===== config.mk =====
export PLATFORM = sky130hd
export DESIGN_NAME = tm1638_tx
export DESIGN_NICKNAME = d
export VERILOG_FILES = /design/src/rtl/tm1638_pkg.sv /design/src/rtl/tm1638_byte_shift.sv /design/src/rtl/tm1638_tx.sv
export SDC_FILE = /design/constraint.sdc
export NUM_CORES = 1
export LEC_CHECK = 0
export ABC_AREA = 1
export CORE_UTILIZATION = 54
export DETAILED_ROUTE_END_ITERATION = 16
export GPL_ROUTABILITY_DRIVEN = 1
export PLACE_DENSITY = 0.87
export REMOVE_ABC_BUFFERS = 1
export SLEW_MARGIN = 25
export SYNTH_ARGS = -nofsm -noshare
export SYNTH_HDL_FRONTEND = slang
export SYNTH_SLANG_ARGS = --single-unit
export TNS_END_PERCENT = 50

===== constraint.sdc =====
create_clock -name clk_50M -period 4 [get_ports clk_50M]
set_input_delay 0.4 -clock clk_50M [delete_from_list [all_inputs] [get_ports clk_50M]]
set_output_delay 0.4 -clock clk_50M [all_outputs]
set_load 0.01 [all_outputs]

===== src/rtl/tm1638_pkg.sv =====
// Shared constants, FSM encodings and helpers for the TM1638 write-only transmitter.
package tm1638_pkg;

  localparam logic [7:0] CMD_DATA_AUTO = 8'h40;
  localparam logic [7:0] CMD_ADDR0     = 8'hC0;
  localparam logic [7:0] CMD_DISP_ON   = 8'h88;
  localparam logic [7:0] CMD_DISP_OFF  = 8'h80;

  localparam int BYTE_CNT_W = 5;
  localparam int BIT_CNT_W  = 3;
  localparam int FRAME_W    = 2;

  // F2 carries the address command plus 16 data bytes.
  localparam logic [BYTE_CNT_W-1:0] F2_BYTES = 5'd17;

  localparam logic [FRAME_W-1:0] FRAME_F1 = 2'd0;
  localparam logic [FRAME_W-1:0] FRAME_F2 = 2'd1;
  localparam logic [FRAME_W-1:0] FRAME_F3 = 2'd2;

  typedef enum logic [2:0] {
    ST_IDLE      = 3'd0,
    ST_STB_LEAD  = 3'd1,
    ST_BIT_LO    = 3'd2,
    ST_BIT_HI    = 3'd3,
    ST_STB_TRAIL = 3'd4,
    ST_GAP       = 3'd5,
    ST_DONE      = 3'd6
  } tm_state_e;

  typedef enum logic [1:0] {
    SH_IDLE = 2'd0,
    SH_LO   = 2'd1,
    SH_HI   = 2'd2
  } sh_phase_e;

  function automatic logic [7:0] disp_cmd(input logic on, input logic [2:0] bright);
    return on ? (CMD_DISP_ON | {5'd0, bright}) : CMD_DISP_OFF;
  endfunction

endpackage


===== src/rtl/tm1638_byte_shift.sv =====
// Serialises one byte LSB first as sclk-low / sclk-high pairs, advancing only on tick enables.
module tm1638_byte_shift
  import tm1638_pkg::*;
(
  input  logic       clk,
  input  logic       rst,
  input  logic       i_tick,
  input  logic       i_load,
  input  logic [7:0] i_data,
  input  logic       i_release,
  output logic       o_sclk,
  output logic       o_dio,
  output logic       o_byte_done,
  output sh_phase_e  o_phase
);

  sh_phase_e            r_phase;
  logic [7:0]           r_sr;
  logic [BIT_CNT_W-1:0] r_bit;
  logic                 r_sclk;
  logic                 r_dio;

  // Combinational so the sequencer can chain the next load onto the same tick.
  assign o_byte_done = i_tick && (r_phase == SH_HI) && (r_bit == 3'd7);
  assign o_sclk      = r_sclk;
  assign o_dio       = r_dio;
  assign o_phase     = r_phase;

  always_ff @(posedge clk or posedge rst) begin
    if (rst) begin
      r_phase <= SH_IDLE;
      r_sr    <= '0;
      r_bit   <= '0;
      r_sclk  <= 1'b1;
      r_dio   <= 1'b1;
    end else if (i_load) begin
      r_sr    <= i_data;
      r_dio   <= i_data[0];
      r_sclk  <= 1'b0;
      r_bit   <= '0;
      r_phase <= SH_LO;
    end else if (i_release) begin
      r_dio <= 1'b1;
    end else if (i_tick) begin
      case (r_phase)
        SH_LO: begin
          r_sclk  <= 1'b1;
          r_phase <= SH_HI;
        end
        SH_HI: begin
          if (r_bit == 3'd7) begin
            r_phase <= SH_IDLE;
          end else begin
            r_sr    <= {1'b0, r_sr[7:1]};
            r_dio   <= r_sr[1];
            r_sclk  <= 1'b0;
            r_bit   <= r_bit + 3'd1;
            r_phase <= SH_LO;
          end
        end
        default: ;
      endcase
    end
  end

endmodule


===== src/rtl/tm1638_tx.sv =====
// TM1638 refresh transmitter: snapshots the display state and sends the three-frame write sequence.
// Define TM1638_LED_EN to drive LED bytes from led[]; otherwise odd addresses always carry 0x00.
module tm1638_tx
  import tm1638_pkg::*;
#(
  parameter int CLK_DIV = 25
) (
  input  logic        clk_50M,
  input  logic        reset,
  input  logic        upd_req,
  input  logic [63:0] seg,
  input  logic [7:0]  led,
  input  logic [2:0]  brightness,
  input  logic        disp_on,
  output logic        busy,
  output logic        done,
  output logic        stb,
  output logic        sclk,
  output logic        dio,
  output logic [4:0]  dbg_state
);

  localparam int DIV_W = $clog2(CLK_DIV);
  localparam logic [DIV_W-1:0] DIV_LAST = DIV_W'(CLK_DIV - 1);
  localparam logic [DIV_W-1:0] DIV_PRE  = DIV_W'(CLK_DIV - 2);

  tm_state_e             r_state;
  logic [DIV_W-1:0]      r_div;
  logic [FRAME_W-1:0]    r_frame;
  logic [BYTE_CNT_W-1:0] r_byte;
  logic                  r_gap;
  logic                  r_busy;
  logic                  r_done;
  logic                  r_stb;
  logic [63:0]           r_seg;
  logic [2:0]            r_bright;
  logic                  r_disp_on;
`ifdef TM1638_LED_EN
  logic [7:0]            r_led;
`else
  logic                  w_led_unused;
  assign w_led_unused = ^led;
`endif

  logic                  w_tick;
  logic                  w_byte_done;
  logic                  w_more;
  logic                  w_load;
  logic                  w_release;
  logic                  w_sclk;
  logic                  w_dio;
  logic [BYTE_CNT_W-1:0] w_frame_len;
  logic [BYTE_CNT_W-1:0] w_next_idx;
  logic [3:0]            w_addr;
  logic [7:0]            w_byte;
  sh_phase_e             w_sh_phase;

  // Handshake: upd_req is sampled only while busy=0; acceptance raises busy on the next cycle,
  // requests during busy are dropped, and done marks the last busy cycle.
  assign busy      = r_busy;
  assign done      = r_done;
  assign stb       = r_stb;
  assign sclk      = w_sclk;
  assign dio       = w_dio;
  assign dbg_state = {w_sh_phase, r_state};

  assign w_tick      = r_busy && (r_div == DIV_LAST);
  assign w_frame_len = (r_frame == FRAME_F2) ? F2_BYTES : BYTE_CNT_W'(1);
  assign w_more      = (r_byte + BYTE_CNT_W'(1)) < w_frame_len;
  assign w_next_idx  = (r_state == ST_STB_LEAD) ? '0 : r_byte + BYTE_CNT_W'(1);
  assign w_addr      = 4'(w_next_idx - BYTE_CNT_W'(1));
  assign w_load      = w_tick && ((r_state == ST_STB_LEAD) ||
                                  ((r_state == ST_BIT_HI) && w_byte_done && w_more));
  assign w_release   = w_tick && (r_state == ST_STB_TRAIL);

  // Byte about to be loaded: even addresses are digits, odd addresses are LED bytes.
  always_comb begin
    w_byte = CMD_DATA_AUTO;
    case (r_frame)
      FRAME_F1: w_byte = CMD_DATA_AUTO;
      FRAME_F2: begin
        if (w_next_idx == '0) begin
          w_byte = CMD_ADDR0;
        end else if (!w_addr[0]) begin
          w_byte = r_seg[{w_addr[3:1], 3'b000} +: 8];
        end else begin
`ifdef TM1638_LED_EN
          w_byte = {7'd0, r_led[w_addr[3:1]]};
`else
          w_byte = 8'h00;
`endif
        end
      end
      default: w_byte = disp_cmd(r_disp_on, r_bright);
    endcase
  end

  always_ff @(posedge clk_50M or posedge reset) begin
    if (reset) begin
      r_div <= '0;
    end else if ((r_state == ST_IDLE) || (r_div == DIV_LAST)) begin
      r_div <= '0;
    end else begin
      r_div <= r_div + DIV_W'(1);
    end
  end

  always_ff @(posedge clk_50M or posedge reset) begin
    if (reset) begin
      r_state   <= ST_IDLE;
      r_frame   <= FRAME_F1;
      r_byte    <= '0;
      r_gap     <= 1'b0;
      r_busy    <= 1'b0;
      r_done    <= 1'b0;
      r_stb     <= 1'b1;
      r_seg     <= '0;
      r_bright  <= '0;
      r_disp_on <= 1'b0;
`ifdef TM1638_LED_EN
      r_led     <= '0;
`endif
    end else begin
      case (r_state)
        ST_IDLE: begin
          if (upd_req) begin
            r_seg     <= seg;
            r_bright  <= brightness;
            r_disp_on <= disp_on;
`ifdef TM1638_LED_EN
            r_led     <= led;
`endif
            r_busy    <= 1'b1;
            r_stb     <= 1'b0;
            r_frame   <= FRAME_F1;
            r_byte    <= '0;
            r_gap     <= 1'b0;
            r_state   <= ST_STB_LEAD;
          end
        end
        ST_STB_LEAD: begin
          if (w_tick) begin
            r_byte  <= '0;
            r_state <= ST_BIT_LO;
          end
        end
        ST_BIT_LO: begin
          if (w_tick) r_state <= ST_BIT_HI;
        end
        ST_BIT_HI: begin
          if (w_tick) begin
            if (!w_byte_done) begin
              r_state <= ST_BIT_LO;
            end else if (w_more) begin
              r_byte  <= r_byte + BYTE_CNT_W'(1);
              r_state <= ST_BIT_LO;
            end else begin
              r_state <= ST_STB_TRAIL;
            end
          end
        end
        ST_STB_TRAIL: begin
          if (w_tick) begin
            r_stb   <= 1'b1;
            r_gap   <= 1'b0;
            r_state <= ST_GAP;
          end
        end
        ST_GAP: begin
          // The final gap ends one cycle early so done lands on the last busy cycle.
          if (r_gap && (r_frame == FRAME_F3)) begin
            if (r_div == DIV_PRE) begin
              r_done  <= 1'b1;
              r_state <= ST_DONE;
            end
          end else if (w_tick) begin
            if (!r_gap) begin
              r_gap <= 1'b1;
            end else begin
              r_gap   <= 1'b0;
              r_frame <= r_frame + FRAME_W'(1);
              r_stb   <= 1'b0;
              r_state <= ST_STB_LEAD;
            end
          end
        end
        ST_DONE: begin
          r_done  <= 1'b0;
          r_busy  <= 1'b0;
          r_state <= ST_IDLE;
        end
        default: r_state <= ST_IDLE;
      endcase
    end
  end

  tm1638_byte_shift u_shift (
    .clk         (clk_50M),
    .rst         (reset),
    .i_tick      (w_tick),
    .i_load      (w_load),
    .i_data      (w_byte),
    .i_release   (w_release),
    .o_sclk      (w_sclk),
    .o_dio       (w_dio),
    .o_byte_done (w_byte_done),
    .o_phase     (w_sh_phase)
  );

endmodule


; ---- Word level (Yosys, flattened, before mapping)
; Cells that the tools add are included.
[classes]
add_sub_neg = 5
order_cmp = 1
eq_ne = 32
n_shift = 1
mux = 71
reduce_logical = 35
[op_table]
columns = operator, count
row1 = 64-bit by 7-bit indexed part select with 8-bit output, 1
row2 = 8-bit two-way mux, 7
row3 = 3-bit two-way mux, 16
row4 = 5-bit two-way mux, 8
row5 = 1-bit two-way mux, 22
row6 = 3-bit one-hot mux with 6 select lines, 1
row7 = 8-bit one-hot mux with 2 select lines, 1
row8 = 5-bit one-hot mux with 3 select lines, 1
row9 = 3-bit nonzero test, 5
row10 = 2-bit two-way mux, 7
row11 = "2-bit by 1-bit != test with 1-bit output, second input constant", 7
row12 = "2-bit != test, second input constant", 7
row13 = "3-bit == test, second input constant", 4
row14 = 6-bit AND reduction, 2
row15 = "5-bit by 1-bit adder with 5-bit output, second input constant", 2
row16 = "5-bit == test, second input constant", 2
row17 = 5-bit AND reduction, 2
row18 = 2-bit nonzero test, 5
row19 = 3-bit AND reduction, 3
row20 = 1-bit logical AND, 8
row21 = 2-bit one-hot mux with 2 select lines, 2
row22 = 4-bit AND reduction, 2
row23 = 8-bit AND reduction, 1
row24 = "3-bit by 2-bit == test with 1-bit output, second input constant", 2
row25 = 18 further kinds, 27
[totals]
ff_bits = 102
in_bits = 79
out_inout_bits = 10

; ---- Depth between registers and ports, before layout
; Gate-level depths: netlist of the first run.
[depth]
depth_word = 10
ltp_mapped = 15
mapped_depth_nobuf = 15

; ---- By module
; A second synthesis of the first run with hierarchy kept.
[hier_totals]
hier_cells = 739
hier_area_um2 = 5405.2
[by_module_without_submodules]
columns = module, instances, cells_per_inst, area_per_inst_um2
row1 = tm1638_tx, 1, 634, 4615.7
row2 = tm1638_byte_shift, 1, 105, 789.5

; ---- Worst setup path after synthesis of the first run
; Ideal clock, no wire load.
[synth_timing]
path_type = reg-to-reg
startpoint = register r_byte[0]
endpoint = register u_shift.r_sr[1]
setup_ps = 116
arrival_ps = 1760
required_ps = 3884
slack_ps = 2123
stages_incl_launch_ff = 15
n_path_buf = 1
period_less_slack_ps = 1877
path_cell_list = dfrtp_1 > ha_1 > inv_1 > nand2_1 > nand3_1 > nand3_4 > inv_2 > buf_6 > o211ai_1 > nand2_1 > nand2_1 > nand3_1 > nand2_1 > nand2_1 > nand2_1
[synth_via]
elab_chain_len = 8
[synth_lines]
columns = element, line
row1 = from (decl), tm1638_tx.sv:30  ; logic [BYTE_CNT_W-1:0] r_byte;
row2 = from (signal assigned), tm1638_tx.sv:155  ; r_byte <= r_byte + BYTE_CNT_W'(1);
row3 = 5-bit by 1-bit adder with 5-bit output *, "tm1638_tx.sv:69, tm1638_tx.sv:70"
row4 = 5-bit two-way mux, tm1638_tx.sv:70  ; assign w_next_idx = (r_state == ST_STB_LEAD) ? '0 : r_byte + BYTE_CNT_W'(1);
row5 = 4-bit by 1-bit subtractor with 4-bit output, tm1638_tx.sv:71  ; assign w_addr = 4'(w_next_idx - BYTE_CNT_W'(1));
row6 = 64-bit by 7-bit indexed part select with 8-bit output, tm1638_tx.sv:85  ; w_byte = r_seg[{w_addr[3:1], 3'b000} +: 8];
row7 = 8-bit two-way mux, tm1638_tx.sv:84  ; end else if (!w_addr[0]) begin
row8 = 8-bit two-way mux, tm1638_tx.sv:82  ; if (w_next_idx == '0) begin
row9 = 8-bit one-hot mux with 2 select lines, tm1638_tx.sv:79  ; case (r_frame)
row10 = 8-bit two-way mux, tm1638_byte_shift.sv:36  ; end else if (i_load) begin
row11 = to (signal assigned), tm1638_byte_shift.sv:37  ; r_sr <= i_data;
row12 = to (signal assigned), tm1638_byte_shift.sv:54  ; r_sr <= {1'b0, r_sr[7:1]};
row13 = to (decl), tm1638_byte_shift.sv:18  ; logic [7:0] r_sr;
; Mark *: on every way between the ends. The rest lies on a longest branch, timed or not.
; A chain may end at the register's enable or synchronous reset.

; ---- Final worst setup path of the first run
; Ends and elaborated chain as after synthesis.

==> metrics.md, run 1 <==
| Metric | Value |
|---|---|
| Worst Hold Class | `in -> async` |
| 1st-iter DRT viols | `322` |
| Post-Synthesis Cell Area | `5344 um^2` |
| Num CTS Buffers | `9` |
| Slew @ Worst Pin | `0.8573 ns` |
| Clk buf depth | `2` |
| Peak supply drop | `406.5 uV` |
| Fill cell count | `748` |
| Grt ovf | `0` |
| Number of global-route vias before repair | `4666` |
| RR Startpoint | `r_byte[0]` |
| Tmin final | `2.395 ns` |
| Fin crit share | `59.87%` |
| RSZ-0062 raised after global routing | `no` |
| Synth warnings | `0` |
| Ant. Diodes | `0` |
| Layout cell share with drive strength beyond 1 | `7.042%` |
| Post-synth ARST share | `100.0%` |
| GPL Wtd Cong | `0.9126` |
| Die W | `101.5 um` |
| Post-DP Area | `6185 um^2` |
| Post-layout util | `67.63%` |
| Clock-pin transition on the worst setup and hold timing paths | `0.11 ns` |
| Cell mode on critical path | `nand2_1` |
| CTS tree | `yes` |
| Core area | `9415 um^2` |
| Die Height | `101.5 um` |
| Initial antenna violation count | `0` |
| Startpoint types | `flop` |
| Clock Skew | `0.01277 ns` |
| Max stage delay on crit path | `0.44 ns` |
| Critical Path RT | `4.28 ns` |
| Netlist cell types | `35` |
| Largest net degree at the start of global routing | `104` |
| Layout Cell Area excl Fill | `6367 um^2` |
| Slew Limit Fails | `0` |
| Critical Path AT | `2.68 ns` |
| Seq/Total Area, Yosys | `47.37%` |
| # hold bufs at CTS | `0` |
| Reg area | `2531 um^2` |
| Post_cts resized | `0` |
| Static leakage power | `3.144 nW` |
| Fin Setup TNS | `0 ns` |
| Worst Setup Slack, final | `1.605 ns` |
| Cells after synthesis | `706` |
| Place WS | `1.581 ns` |
| Max_cap viols | `0` |
| DP HPWL | `8111 um` |
| Endpoints failing setup | `0` |
| WL per Instance | `12.91 um` |
| Crit path cell chain | `ha_1, inv_1, nand2_1, nand3_1, nand3_4, inv_2, o211ai_1, nand2_1, nand2_1, nand3_1, nand2_1, nand2_1, nand2_1` |
| Total track usage | `24.91%` |
| Root buffer cell | `clkbuf_8` |
| CP Class | `reg -> reg` |
| Tot Pwr | `4.600 mW` |
| Number of flops mapped to enable cells by yosys | `0` |
| Hold slack | `0.4039 ns` |
| Most frequent cells in the layout | `280 x nand2_1, 98 x dfrtp_1, 80 x clkdlybuf4s50_1` |
| I/O Buffers | `80` |
| Clk_lat worst skew | `0.39 ns` |
| Main flop type after synthesis | `dfrtp_1` |
| DRC Markers | `0` |
| Power per cell area | `722.4 nW/um^2` |
| Crit Path Max Fanout | `17` |
| Multi-input gate area | `2344 um^2` |
| Nets@finish | `865` |
| Global-route wire length before repair | `19970 um` |
| Post-CTS Setup Inserts | `0` |
| Syn_area_per_cell | `7.569 um^2` |
| Vias/cell | `5.226` |
| Placed cells | `894` |
| Initial Util | `56.76%` |
| Seq cells post-synth | `101` |
| Via Count | `4756` |
| Antenna Violating Nets Remaining | `0` |
| Rel. slew slack | `42.85%` |
| Run status | `finished clean` |
| Commonest non-fill, non-tap cell in the layout | `nand2_1` |
| I/O pin total | `89` |
| Worst path slowest cell | `dfrtp_1` |
| Nature of the critical path endpoint | `flop` |
| Max Freq | `417.6 MHz` |
| Die area | `10300 um^2` |
| Clk sink count | `101` |
| Post-Layout Cell Count | `910` |
| Hold Vio Cnt, Final | `0` |
| TritonRoute pass-1 iters | `5` |
| Area growth, synth to finish | `19.15%` |
| Worst Setup SP | `r_byte[0]` |
| H-tree Lvls | `3` |
| Wirelength, routed | `11750 um` |
| # rows | `35` |
report_power, final:
group / internal [mW] / switching, mW
sequential: 1.41 / 0.202
clock: 0.236 / 0.383
combinational: 0.796 / 1.57
total: 2.44 / 2.16
metal layers:
layer	global-route usage [%]	share of wire (%)	vias up
met1	28.87	42	2210
li1	-	-	2356
met4	10.70	2.5	0
met3	4.624	5.3	34
met5	0	0	-
met2	45.11	50	156
worst max-delay path, delay by kind of cell, from the launching register on:
kind	cells	cell delay, ns
AO/OA/AOI/OAI	1	0.15
AND/OR/NAND/NOR	9	0.87
adder cells (fa/ha/maj)	1	0.37
flip-flops	1	0.44
buffers and inverters	2	0.45
final timing paths:
path / to / slack (ns) / cells past startpoint
hold / removal: r_seg[35] / 0.40 / 2
max in group asynchronous: u_shift.o_dio / 2.76 / 3
hold reg to reg: r_seg[11] / 0.48 / 2
setup reg to reg: u_shift.r_sr[1] / 1.61 / 13
setup / recovery: u_shift.r_sr[1] / 1.61 / 13
min in group clk_50M: r_seg[11] / 0.48 / 2
synthesized netlist by cell type (5+ instances only):
cell type  instances  area share [%]
nand2_1          280              20
dfrtp_1           98              46
inv_1             74             5.2
o21ai_0           53             5.0
nand3_1           39             3.7
nor2_1            36             2.5
o211ai_1          18             2.5
a21oi_1           17             1.6
buf_2             12             1.1
ha_1              10             2.3
o21ai_1           10            0.94
inv_2              8            0.56
buf_6              7             1.5
clkbuf_1           6            0.42
nand2_2            6            0.70
nor2_2             5            0.59
kinds of logic after synthesis:
logic type | Yosys count | synth area share, %
adder cells (fa/ha/maj) | 10 | 2.341
AO/OA/AOI/OAI | 103 | 10.89
AND/OR/NAND/NOR | 380 | 29.99
flip-flops | 101 | 47.37
buffers and inverters | 109 | 8.921
XOR/XNOR | 3 | 0.4918
flip-flops by register name, indices dropped and copies added (netlist names):
signal           count
r_div                5
busy                 1
u_shift.r_bit        3
r_byte               5
r_disp_on            1
u_shift.o_phase      2
r_seg               64
r_state              3
done                 1
u_shift.r_sr         7
stb                  1
u_shift.o_dio        1
r_gap                1
r_bright             3
u_shift.o_sclk       1
r_frame              2
area by class of cell:
| cell class | count | area share (%) |
|---|---|---|
| Multi-Input combinational cell | 496 | 36.80 |
| Inverter | 84 | 4.991 |
| Clock inverter | 7 | 0.9236 |
| Tap cell | 129 | 2.535 |
| Sequential cell | 101 | 39.75 |
| Clock buffer | 9 | 1.945 |
| Timing Repair Buffer | 84 | 13.05 |
Note: power is estimated with default switching activity, not from simulation.
==> run 2, diff against run 1 <==
--- a/config.mk
+++ b/config.mk
@@ -6,10 +6,10 @@
 export NUM_CORES = 1
 export LEC_CHECK = 0
 export ABC_AREA = 1
-export CORE_UTILIZATION = 54
+export CORE_UTILIZATION = 48
 export DETAILED_ROUTE_END_ITERATION = 16
 export GPL_ROUTABILITY_DRIVEN = 1
-export PLACE_DENSITY = 0.87
+export PLACE_DENSITY = 0.82
 export REMOVE_ABC_BUFFERS = 1
 export SLEW_MARGIN = 25
 export SYNTH_ARGS = -nofsm -noshare
==> constraint.sdc (replaced) <==
create_clock -name clk_50M -period 2.2 [get_ports clk_50M]
set_input_delay 0.22 -clock clk_50M [delete_from_list [all_inputs] [get_ports clk_50M]]
set_output_delay 0.22 -clock clk_50M [all_outputs]
set_load 0.01 [all_outputs]
==> metrics.md, run 2 (synthesized netlist as in run 1, its figures left out) <==
| Metric | Value |
|---|---|
| Run status | `finished clean` |
| Ant. Diodes | `0 (unchanged)` |
| Clk_lat worst skew | `0.36 ns (-0.03 ns)` |
| Initial antenna violation count | `0 (unchanged)` |
| Wirelength, routed | `11470 um (-2.3%)` |
| Nets@finish | `876 (+1.3%)` |
| Fill cell count | `969 (+30%)` |
| Max_cap viols | `0 (unchanged)` |
| Worst Reg-to-Reg Cells | `11 (-2)` |
| Worst Setup SP | `r_byte[1]` |
| Placed cells | `914 (+2.2%)` |
| Peak supply drop | `858.4 uV (+110%)` |
| Tot Pwr | `8.865 mW (+93%)` |
| TritonRoute pass-1 iters | `5 (unchanged)` |
| Reg2reg end | `u_shift.r_sr[4]` |
| Power per cell area | `1340 nW/um^2 (+85%)` |
| I/O pin total | `89 (unchanged)` |
| R2r setup slk | `0.18 ns (-1.43 ns)` |
| Via Count | `4615 (-3.0%)` |
| Largest register FFs | `64 (unchanged)` |
| Total track usage | `21.54% (-3.4 points)` |
| Number of global-route vias before repair | `4422 (-5.2%)` |
| Num CTS Buffers | `9 (unchanged)` |
| Hold Vio Cnt, Final | `0 (unchanged)` |
| Tmin final | `2.025 ns (-0.3701 ns)` |
| Worst setup path end | `u_shift.r_sr[4]` |
| Internal power | `4.992 mW (+100%)` |
| Root buffer cell | `clkbuf_8` |
| Rel. slew slack | `73.05% (+30 points)` |
| # hold bufs at CTS | `0 (unchanged)` |
| Sw frac | `43.69% (-3.3 points)` |
| Critical Path RT | `2.48 ns (-1.80 ns)` |
| Grt ovf | `0 (unchanged)` |
| 1st-iter DRT viols | `235 (-27%)` |
| Post-Layout Cell Count | `932 (+2.4%)` |
| Worst Setup Slack, final | `0.1754 ns (-1.430 ns)` |
| Reg with most FFs | `r_seg` |
| DP HPWL | `8160 um (+0.59%)` |
| Die area | `11560 um^2 (+12%)` |
| Slew @ Worst Pin | `0.4042 ns (-0.4531 ns)` |
| Layout cell share with drive strength beyond 1 | `8.712% (+1.7 points)` |
| Post-DP Area | `6316 um^2 (+2.1%)` |
| Critical Path AT | `2.30 ns (-0.38 ns)` |
| Most frequent cells in the layout | `280 x nand2_1, 98 x dfrtp_1, 80 x clkdlybuf4s50_1` |
| Area growth, synth to finish | `23.81%` |
| Core area | `10840 um^2 (+15%)` |
| Die Height | `107.5 um (+5.9%)` |
| Fin crit share | `92.03% (+32 points)` |
| Slew Limit Fails | `0 (unchanged)` |
| Worst Hold Class | `in -> async` |
| Startpoint types | `flop` |
| I/O Buffers | `80 (unchanged)` |
| WL per Instance | `12.31 um (-4.6%)` |
| Clock-pin transition on the worst setup and hold timing paths | `0.10 ns (about the same)` |
| GPL Wtd Cong | `0.8558 (-6.2%)` |
| Place WS | `0.1118 ns (-1.469 ns)` |
| Max Freq | `493.9 MHz (+18%)` |
| Clk buf depth | `2 (unchanged)` |
| Initial Util | `49.30% (-7.5 points)` |
| H-tree Lvls | `3 (unchanged)` |
| Die W | `107.5 um (+5.9%)` |
| Global-route wire length before repair | `19690 um (-1.4%)` |
| DRC Markers | `0 (unchanged)` |
| Antenna Violating Nets Remaining | `0 (unchanged)` |
| Seq pwr share | `32.6% (-2.4 points)` |
| RSZ-0062 raised after global routing | `no` |
| Clk sink count | `101 (unchanged)` |
| Static leakage power | `3.251 nW (+3.4%)` |
| # rows | `38 (+8.6%)` |
| Vias/cell | `4.952 (-5.3%)` |
| Largest registers | `r_seg x64, u_shift.r_sr x7` |
| Clk pwr share | `16.0% (+2.5 points)` |
| Crit Path Max Fanout | `18 (+1)` |
| Endpoints failing setup | `0 (unchanged)` |
| Commonest non-fill, non-tap cell in the layout | `nand2_1` |
| Power share of the combinational group | `51.4% (about the same)` |
| Switching power | `3.873 mW (+79%)` |
| RR Startpoint | `r_byte[1]` |
| CTS tree | `yes` |
| Layout Cell Area excl Fill | `6616 um^2 (+3.9%)` |
| Largest net degree at the start of global routing | `74 (-29%)` |
| Nature of the critical path endpoint | `flop` |
| CP Class | `reg -> reg` |
| Clock Skew | `0.01008 ns (-0.002687 ns)` |
[run 2: power groups by stage]
| stage | logic [mW] | registers, mW | clock network, mW |
|---|---|---|---|
| final | 4.56 | 2.89 | 1.42 |
| after global routing | 5.18 | 2.97 | 1.52 |
| after CTS | 4.51 | 2.89 | 1.45 |
| after detailed placement | 4.47 | 2.92 | 0 |
| after global placement | 4.37 | 2.89 | 0 |
| after floorplan | 3.19 | 2.87 | 0 |
[run 2: area by class of cell]
| type | count | area, um^2 | share of cell area, % |
|---|---|---|---|
| tap | 140 | 175.2 | 2.648 |
| sequential | 101 | 2531 | 38.26 |
| clock inverter | 6 | 108.9 | 1.645 |
| multi-input combinational | 496 | 2377 | 35.93 |
| clock buffer | 10 | 137.6 | 2.080 |
| timing repair buffer | 95 | 963.4 | 14.56 |
| inverter | 84 | 322.8 | 4.879 |
[run 2: routing by layer]
metal	GRT usage, %	routed length, um	vias up
met4	7.045	206	0
met2	36.72	5556	114
met1	27.97	5254	2108
met5	0	0	-
li1	-	-	2376
met3	3.329	454	17
[run 2: how the worst min path moves through the flow]
stage,startpoint,end,depth (start not counted)
floorplan,seg[36],r_seg[36],2
global placement,r_seg[4],r_seg[4],2
detailed placement,r_seg[4],r_seg[4],2
CTS,reset,u_shift.r_sr[3],2
global route,reset,u_shift.r_bit[1],2
finish,reset,u_shift.r_sr[7],2
[run 2: stage by stage]
stage	setup TNS (ns)	hold slack [ns]	utilization (%)
2_1_floorplan	-255.19	0.3366	-
6_report	0	0.2044	61.03
3_3_place_gp	0	0.4503	58.26
5_1_grt	0	0.2442	61.03
3_5_place_dp	0	0.4540	58.26
4_1_cts	0	0.2116	60.54
[run 2: repair_timing]
action                                  CTS  global route
buffers inserted                          0             2
gates resized for setup                   0            10
endpoints found under the setup margin    0            11
[run 2: critical path: stages, from the launching register on]
cell,delay [ns]
dfrtp_1,0.38
ha_2,0.21
nand3_1,0.13
xnor2_2,0.17
ha_1,0.29
nand2_1,0.09
nand3_2,0.11
nand2_2,0.13
nand2_8,0.11
nor2_2,0.11
nand2_1,0.06
a21oi_1,0.14
